==> config.mk <==
export PLATFORM = sky130hd
export DESIGN_NAME = uart_cmd_parser_flat
export DESIGN_NICKNAME = d
export VERILOG_FILES = /design/src/rtl/uart_cmd_parser_if.sv /design/src/rtl/uart_cmd_parser.sv /design/src/flat_wrapper.sv
export SDC_FILE = /design/constraint.sdc
export NUM_CORES = 1
export LEC_CHECK = 0
export CAP_MARGIN = 0
export CORE_MARGIN = 4
export CORE_UTILIZATION = 40
export DETAILED_ROUTE_END_ITERATION = 12
export DONT_BUFFER_PORTS = 1
export PLACE_DENSITY = 0.59
export SETUP_SLACK_MARGIN = 0.4
export SLEW_MARGIN = 20
export SYNTH_ARGS = -nofsm -noshare
export SYNTH_HDL_FRONTEND = slang
export SYNTH_SLANG_ARGS = --single-unit
==> constraint.sdc <==
create_clock -name clk -period 2.1 [get_ports clk]
set_clock_uncertainty 0.1 [all_clocks]
set_input_delay 0.42 -clock clk [delete_from_list [all_inputs] [get_ports clk]]
set_output_delay 0.42 -clock clk [all_outputs]
set_load 0.01 [all_outputs]
==> src/rtl/uart_cmd_parser_if.sv <==
// Register-write bus between the command parser and the VGA config register file.
// The master drives address, data and valid; the slave answers with ready.
interface uart_cmd_parser_if;
    logic [7:0]  reg_addr;
    logic [15:0] reg_wdata;
    logic        reg_wr_valid;
    logic        reg_wr_ready;

    modport master (
        output reg_addr,
        output reg_wdata,
        output reg_wr_valid,
        input  reg_wr_ready
    );

    modport slave (
        input  reg_addr,
        input  reg_wdata,
        input  reg_wr_valid,
        output reg_wr_ready
    );
endinterface

==> src/rtl/uart_cmd_parser.sv <==
// UART command parser: turns 5-byte packets {SYNC, ADDR, DATA_HI, DATA_LO, CHK}
// into a single 16-bit register write over a valid/ready handshake.
// Bad parity, bad checksum, inter-byte timeouts and frames arriving while a write
// is still pending are each counted in saturating error counters.
module uart_cmd_parser #(
    parameter logic [7:0]  SYNC_BYTE      = 8'hA5,
    parameter bit          PARITY_ODD     = 1'b0,
    parameter int unsigned TIMEOUT_CYCLES = 4096,
    parameter int unsigned CNT_W          = 8
) (
    input  logic               clk,
    input  logic               rst,
    input  logic [8:0]         frame,
    input  logic               frame_valid,
    uart_cmd_parser_if.master  wr,
    output logic               busy,
    output logic               err_pulse,
    output logic [CNT_W-1:0]   parity_err_cnt,
    output logic [CNT_W-1:0]   chk_err_cnt,
    output logic [CNT_W-1:0]   drop_cnt
);

    localparam int unsigned TmoW = (TIMEOUT_CYCLES > 2) ? $clog2(TIMEOUT_CYCLES) : 1;
    localparam logic [TmoW-1:0] TmoLast = TmoW'(TIMEOUT_CYCLES - 1);

    typedef enum logic [2:0] {
        StIdle,
        StAddr,
        StDhi,
        StDlo,
        StChk,
        StWrite
    } state_e;

    state_e          state_q, state_d;
    logic [7:0]      addr_q, addr_d;
    logic [7:0]      hi_q, hi_d;
    logic [7:0]      lo_q, lo_d;
    logic [TmoW-1:0] tmo_q, tmo_d;
    logic            err_q, err_d;
    logic [CNT_W-1:0] perr_cnt_q, perr_cnt_d;
    logic [CNT_W-1:0] chk_cnt_q, chk_cnt_d;
    logic [CNT_W-1:0] drop_cnt_q, drop_cnt_d;

    logic in_pkt;
    logic parity_ok;
    logic byte_ok;
    logic byte_bad;
    logic timeout;
    logic perr_evt;
    logic chk_evt;
    logic drop_evt;

    function automatic logic [CNT_W-1:0] sat_inc(input logic [CNT_W-1:0] v);
        return (&v) ? v : v + 1'b1;
    endfunction

    // Decode the current frame and the inter-byte timeout condition.
    always_comb begin
        in_pkt    = (state_q == StAddr) || (state_q == StDhi) ||
                    (state_q == StDlo)  || (state_q == StChk);
        parity_ok = ((^frame) == PARITY_ODD);
        byte_ok   = frame_valid && parity_ok;
        byte_bad  = frame_valid && !parity_ok;
        // A frame arriving on the expiry cycle wins over the timeout.
        timeout   = in_pkt && !frame_valid && (tmo_q == TmoLast);
    end

    // Next-state, holding-register and error-event logic.
    always_comb begin
        state_d  = state_q;
        addr_d   = addr_q;
        hi_d     = hi_q;
        lo_d     = lo_q;
        perr_evt = 1'b0;
        chk_evt  = 1'b0;
        drop_evt = 1'b0;

        unique case (state_q)
            StIdle: begin
                if (byte_bad) begin
                    perr_evt = 1'b1;
                end else if (byte_ok && (frame[7:0] == SYNC_BYTE)) begin
                    state_d = StAddr;
                end
            end
            StAddr, StDhi, StDlo, StChk: begin
                if (byte_bad) begin
                    perr_evt = 1'b1;
                    state_d  = StIdle;
                end else if (timeout) begin
                    drop_evt = 1'b1;
                    state_d  = StIdle;
                end else if (byte_ok) begin
                    unique case (state_q)
                        StAddr: begin
                            addr_d  = frame[7:0];
                            state_d = StDhi;
                        end
                        StDhi: begin
                            hi_d    = frame[7:0];
                            state_d = StDlo;
                        end
                        StDlo: begin
                            lo_d    = frame[7:0];
                            state_d = StChk;
                        end
                        default: begin
                            if (frame[7:0] == (addr_q ^ hi_q ^ lo_q)) begin
                                state_d = StWrite;
                            end else begin
                                chk_evt = 1'b1;
                                state_d = StIdle;
                            end
                        end
                    endcase
                end
            end
            StWrite: begin
                // Overrun: the byte is lost but the pending write carries on.
                if (frame_valid) begin
                    drop_evt = 1'b1;
                end
                if (wr.reg_wr_ready) begin
                    state_d = StIdle;
                end
            end
            default: begin
                state_d = StIdle;
            end
        endcase
    end

    // Timeout counter, error pulse and saturating counters.
    always_comb begin
        tmo_d      = (in_pkt && !frame_valid && !timeout) ? tmo_q + 1'b1 : '0;
        err_d      = perr_evt || chk_evt || drop_evt;
        perr_cnt_d = perr_evt ? sat_inc(perr_cnt_q) : perr_cnt_q;
        chk_cnt_d  = chk_evt  ? sat_inc(chk_cnt_q)  : chk_cnt_q;
        drop_cnt_d = drop_evt ? sat_inc(drop_cnt_q) : drop_cnt_q;
    end

    // State and datapath registers.
    always_ff @(posedge clk or negedge rst) begin
        if (!rst) begin
            state_q    <= StIdle;
            addr_q     <= '0;
            hi_q       <= '0;
            lo_q       <= '0;
            tmo_q      <= '0;
            err_q      <= 1'b0;
            perr_cnt_q <= '0;
            chk_cnt_q  <= '0;
            drop_cnt_q <= '0;
        end else begin
            state_q    <= state_d;
            addr_q     <= addr_d;
            hi_q       <= hi_d;
            lo_q       <= lo_d;
            tmo_q      <= tmo_d;
            err_q      <= err_d;
            perr_cnt_q <= perr_cnt_d;
            chk_cnt_q  <= chk_cnt_d;
            drop_cnt_q <= drop_cnt_d;
        end
    end

    // Outputs come straight from registers.
    always_comb begin
        wr.reg_wr_valid = (state_q == StWrite);
        wr.reg_addr     = addr_q;
        wr.reg_wdata    = {hi_q, lo_q};
        busy            = (state_q != StIdle);
        err_pulse       = err_q;
        parity_err_cnt  = perr_cnt_q;
        chk_err_cnt     = chk_cnt_q;
        drop_cnt        = drop_cnt_q;
    end

endmodule

==> src/flat_wrapper.sv <==
// flat-port wrapper written by rule: the top's interface ports become plain ports
module uart_cmd_parser_flat 
#(
    parameter logic [7:0]  SYNC_BYTE      = 8'hA5,
    parameter bit          PARITY_ODD     = 1'b0,
    parameter int unsigned TIMEOUT_CYCLES = 4096,
    parameter int unsigned CNT_W          = 8
)
  (clk, rst, frame, frame_valid, busy, err_pulse, parity_err_cnt, chk_err_cnt, drop_cnt, wr_reg_addr, wr_reg_wdata, wr_reg_wr_valid, wr_reg_wr_ready);
  uart_cmd_parser_if wr_i ();
  input  logic clk;
  input  logic rst;
  input  logic [8:0] frame;
  input  logic frame_valid;
  output logic busy;
  output logic err_pulse;
  output logic [CNT_W-1:0] parity_err_cnt;
  output logic [CNT_W-1:0] chk_err_cnt;
  output logic [CNT_W-1:0] drop_cnt;
  output wire logic [$bits(wr_i.reg_addr)-1:0] wr_reg_addr;
  output wire logic [$bits(wr_i.reg_wdata)-1:0] wr_reg_wdata;
  output wire logic [$bits(wr_i.reg_wr_valid)-1:0] wr_reg_wr_valid;
  input wire logic [$bits(wr_i.reg_wr_ready)-1:0] wr_reg_wr_ready;
  assign wr_reg_addr = wr_i.reg_addr;
  assign wr_reg_wdata = wr_i.reg_wdata;
  assign wr_reg_wr_valid = wr_i.reg_wr_valid;
  assign wr_i.reg_wr_ready = wr_reg_wr_ready;
  uart_cmd_parser #(.SYNC_BYTE(SYNC_BYTE), .PARITY_ODD(PARITY_ODD), .TIMEOUT_CYCLES(TIMEOUT_CYCLES), .CNT_W(CNT_W)) u_core (.clk(clk), .rst(rst), .frame(frame), .frame_valid(frame_valid), .wr(wr_i), .busy(busy), .err_pulse(err_pulse), .parity_err_cnt(parity_err_cnt), .chk_err_cnt(chk_err_cnt), .drop_cnt(drop_cnt));
endmodule
==> flow_summary.rst <==
.. list-table::
   :header-rows: 1

   * - Metric
     - Value
   * - Startpoint class of the critical path
     - input pin
   * - Slew at the pin closest to its max-slew limit
     - approximately 0.34 ns
   * - Deepest clock path buffer count
     - 2
   * - Headroom to the max-slew limit
     - between 70% and 80%
   * - Max Freq
     - approximately 470 MHz
   * - Final weighted congestion of routability-driven global placement
     - approximately 0.82
   * - Residual DRC count
     - 0
   * - Die footprint
     - a little under 0.01 mm2
   * - Sort of element at the end of the critical path
     - flip-flop
   * - Synth top area cells
     - sky130_fd_sc_hd__dfrtp_1 49%, sky130_fd_sc_hd__xnor2_1 7.7%, sky130_fd_sc_hd__xor2_1 6.7%
   * - Leakage dissipation
     - between 0.002 and 0.0025 uW
   * - Synth Instances
     - 296
   * - DP Area
     - 0.00372 mm2
   * - Top post-synthesis cells by count
     - 64 x sky130_fd_sc_hd__dfrtp_1, 29 x sky130_fd_sc_hd__xnor2_1, 25 x sky130_fd_sc_hd__xor2_1, 23 x sky130_fd_sc_hd__nand2_1, 22 x sky130_fd_sc_hd__nor2_1
   * - EDFF count, synth
     - 0
   * - RSZ-0062 raised after global routing
     - true
   * - Required @ worst endpoint
     - 2.22 ns
   * - Post-route antenna net violation count
     - 0
   * - Critical path fanouts, max
     - 8
   * - Fin nets
     - 378
   * - Horiz. Die Dim
     - between 90 and 100 um
   * - Total length of routed wires
     - 7980 um
   * - Sum of overflow across all layers after global routing
     - 0
   * - Number of vias per cell
     - around 5
   * - Number of nets in the synthesized netlist
     - between 300 and 400
   * - Initial DRC count
     - 117
   * - Total clock sinks
     - 64
   * - Placeable core region
     - 0.00785 mm2
   * - CTS root buffer
     - sky130_fd_sc_hd__clkbuf_8
   * - Cell area after synthesis
     - 0.00329 mm2
   * - Post-synthesis average cell area
     - between 10 and 15 um2
   * - Count of different cell masters after synthesis
     - 44
   * - P&R area growth vs syn
     - 38.1%
   * - Routed wire per std cell
     - 17.2 um
   * - Flop and latch count out of synthesis
     - 64
   * - Total global routing track utilization
     - approximately 17%
   * - Part of the cycle the worst path needs
     - 102%
   * - Number of levels in the clock H-tree
     - 3
   * - Crit path arrival time
     - roughly 2.3 ns
   * - Clock transition time at the flip-flop clock pins of the worst setup and hold paths
     - around 0.070 ns
   * - Count of synthesis-stage warnings from yosys
     - 0
   * - Critical path start-end classification
     - input pin to flip-flop
   * - Portion of synthesized cell area occupied by the leading cell type
     - 48.7%
   * - Most frequent cell after synthesis
     - sky130_fd_sc_hd__dfrtp_1
   * - Vias in the first global route
     - between 2000 and 3000
   * - Clock buffers created by TritonCTS
     - 9
   * - CTS tree
     - done
   * - Final hold violation count
     - 64
   * - Antenna diode count
     - 0
   * - Power density cells
     - approximately 1300 mW/mm2
   * - Classification of the worst-slack hold path
     - input pin to async pin
   * - Hold_ws
     - -0.336 ns
   * - Fraction of final layout cells with drive strength greater than 1
     - 44.5%
   * - Layout filler cell count
     - around 650
   * - Detailed Routing Iterations Pass 1
     - 4
   * - Worst setup slack after layout
     - -0.0358 ns
   * - Number of antenna violations at the first check in global routing
     - 0
   * - Number of non-filler instances in the completed layout
     - between 400 and 500
   * - DIE HEIGHT
     - around 99 um
   * - Result of the run
     - complete, but fails checks
   * - Violations in the final reports
     - hold timing, setup timing
   * - Post-placement cell count
     - roughly 430
   * - Number of placement rows
     - 32
   * - Async set-or-reset flop fraction in the synthesized netlist
     - 100%
   * - Post-route core utilization
     - approximately 58%
   * - Count of buffers from port buffering
     - 0
   * - Final-report setup violation count
     - 8
   * - Source-to-sink clock delay at the later pin of the worst-skew pair
     - 0.34 ns
   * - Largest area contributor in the synthesized netlist
     - sky130_fd_sc_hd__dfrtp_1
   * - Dominant synthesized flop cell
     - sky130_fd_sc_hd__dfrtp_1
   * - Via total after detailed routing
     - between 2000 and 2500
   * - Shortest period the worst path allows
     - 2.14 ns
   * - Peak supply drop
     - between 0.0007 and 0.0008 V
   * - Starting Density
     - 41.9%
   * - Aggregate negative setup slack
     - -0.187 ns
   * - Post-layout instance area
     - around 0.0045 mm2
   * - Sequential area share after synthesis
     - roughly half
   * - Count of final max-slew check failures
     - 0
   * - Detailed placement HPWL
     - 5080 um
   * - Setup slack on the worst flop-to-flop path
     - approximately 0.070 ns
   * - Maxcap violations
     - 0
   * - Maximum number of pins on one net before global-route repair
     - between 60 and 70
   * - Worst r2r path cells
     - 5
   * - I/O pin cnt
     - between 60 and 70
   * - Global-route wire length before repair
     - ~13000 um
-- registers in the layout (all words and copies together) (netlist names) --
signal                 flops
u_core.hi_q                8
u_core.state_q             3
u_core.chk_err_cnt         8
u_core.parity_err_cnt      8
u_core.lo_q                8
u_core.drop_cnt            8
u_core.err_pulse           1
u_core.wr.reg_addr         8
u_core.tmo_q              12
-- final cells by class --
| type | count | area, um2 | share of cell area (%) |
|---|---|---|---|
| multi-input cells | 212 | 2010 | 44.2 |
| flip-flops and latches | 64 | 1610 | 35.3 |
| repair buffers | 59 | 533 | 11.7 |
| clock buffers | 13 | 149 | 3.28 |
| well taps | 102 | 128 | 2.81 |
| clock inverters | 3 | 65.1 | 1.43 |
| inverters | 11 | 56.3 | 1.24 |
-- cell usage in the layout (no fill, tap or decap), types with 2 or more instances in the layout --
| master | Yosys | routed |
|---|---|---|
| sky130_fd_sc_hd__buf_6 | 2 | 22 |
| sky130_fd_sc_hd__inv_1 | 10 | 7 |
| sky130_fd_sc_hd__or3_1 | 2 | 2 |
| sky130_fd_sc_hd__ha_1 | 8 | 5 |
| sky130_fd_sc_hd__ha_4 | 0 | 2 |
| sky130_fd_sc_hd__o21ai_1 | 0 | 9 |
| sky130_fd_sc_hd__buf_4 | 2 | 36 |
| sky130_fd_sc_hd__xnor2_2 | 1 | 9 |
| sky130_fd_sc_hd__nor3_2 | 2 | 3 |
| sky130_fd_sc_hd__nor2_1 | 22 | 6 |
| sky130_fd_sc_hd__nor2_4 | 0 | 9 |
| sky130_fd_sc_hd__and2_1 | 2 | 2 |
| sky130_fd_sc_hd__nor4b_4 | 0 | 2 |
| sky130_fd_sc_hd__nor2_2 | 0 | 7 |
| sky130_fd_sc_hd__xnor2_1 | 29 | 21 |
| sky130_fd_sc_hd__o21ai_0 | 12 | 3 |
| sky130_fd_sc_hd__inv_2 | 1 | 2 |
| sky130_fd_sc_hd__dfrtp_2 | 0 | 3 |
| sky130_fd_sc_hd__nand2_1 | 23 | 20 |
| sky130_fd_sc_hd__xor2_1 | 25 | 25 |
| sky130_fd_sc_hd__a21oi_2 | 0 | 2 |
| sky130_fd_sc_hd__dfrtp_1 | 64 | 61 |
| sky130_fd_sc_hd__or2_4 | 1 | 2 |
| sky130_fd_sc_hd__nor3_4 | 0 | 4 |
| sky130_fd_sc_hd__mux2_4 | 8 | 19 |
| sky130_fd_sc_hd__clkbuf_8 | 0 | 10 |
| sky130_fd_sc_hd__nand3_1 | 13 | 11 |
| sky130_fd_sc_hd__clkbuf_1 | 1 | 3 |
| sky130_fd_sc_hd__bufinv_16 | 0 | 2 |
| sky130_fd_sc_hd__nor2b_1 | 2 | 2 |
| sky130_fd_sc_hd__and4_1 | 2 | 2 |
| sky130_fd_sc_hd__nand4_1 | 14 | 14 |
| sky130_fd_sc_hd__nand2_4 | 1 | 3 |
| sky130_fd_sc_hd__and3_1 | 5 | 4 |
| sky130_fd_sc_hd__nor4_4 | 0 | 2 |
-- through the flow --
| stage | total power (uW) | setup WS [ns] |
|---|---|---|
| floorplan | 3370 | -0.401 |
| global placement | 3870 | -0.361 |
| detailed placement | 3910 | -0.376 |
| CTS | 5530 | -0.0140 |
| global route | 6020 | -0.0604 |
| finish | 5690 | -0.0358 |
-- where the power goes --
part           switching (uW)  internal, uW  leakage, uW
clock network             452           701     0.000108
registers                 549          1600     0.000831
logic                    1030          1360      0.00113
total                    2030          3660      0.00207
-- critical path, stage by stage --
cell and delay [ns]:
sky130_fd_sc_hd__inv_12 0.02, sky130_fd_sc_hd__ha_4 0.23, sky130_fd_sc_hd__xnor3_2 0.42, sky130_fd_sc_hd__xnor2_2 0.16, sky130_fd_sc_hd__inv_2 0.09, sky130_fd_sc_hd__nand2_4 0.05
sky130_fd_sc_hd__or4_4 0.53, sky130_fd_sc_hd__mux2_4 0.34
-- timing repair --
| action | 4_1_cts | 5_1_grt |
|---|---|---|
| buffers inserted | 16 | 3 |
| hold endpoints to repair | 64 | 64 |
| gates resized for setup | 83 | 22 |
| endpoints found under the setup margin | 56 | 66 |
| cloned | 2 | 0 |
| pin swaps | 31 | 13 |
-- path summary, 6_finish.rpt --
check                                         to         startpoint
hold reg to reg                 u_core.tmo_q[10]   u_core.tmo_q[10]
max in group asynchronous      u_core.state_q[2]                rst
setup / recovery                  u_core.hi_q[7]           frame[3]
hold / removal                u_core.drop_cnt[3]                rst
min in group clk           u_core.wr.reg_addr[0]           frame[0]
setup reg to reg              u_core.drop_cnt[1]  u_core.state_q[1]
-- logic make-up (layout without fill, tap and decap cells) --
logic type      count (synthesis)  in the layout  share of synthesized area, %
compound gates                 23             23                          5.02
xor+xnor                       56             56                          15.6
fa+ha+maj                       8              8                          3.04
buf+inv                        20             86                          3.12
flops                          64             64                          48.7
mux                            20             20                          7.75
simple gates                  105            105                          16.8
-- routing by layer --
layer  up-vias  wire length (um)  track usage, %
met2        62              3970            26.8
met4         0               126            5.67
met1      1173              3260            19.5
met5         -                 0               0
li1       1143                 -               -
met3        13               626            7.43
No activity file was read; power rests on OpenSTA's default activity.
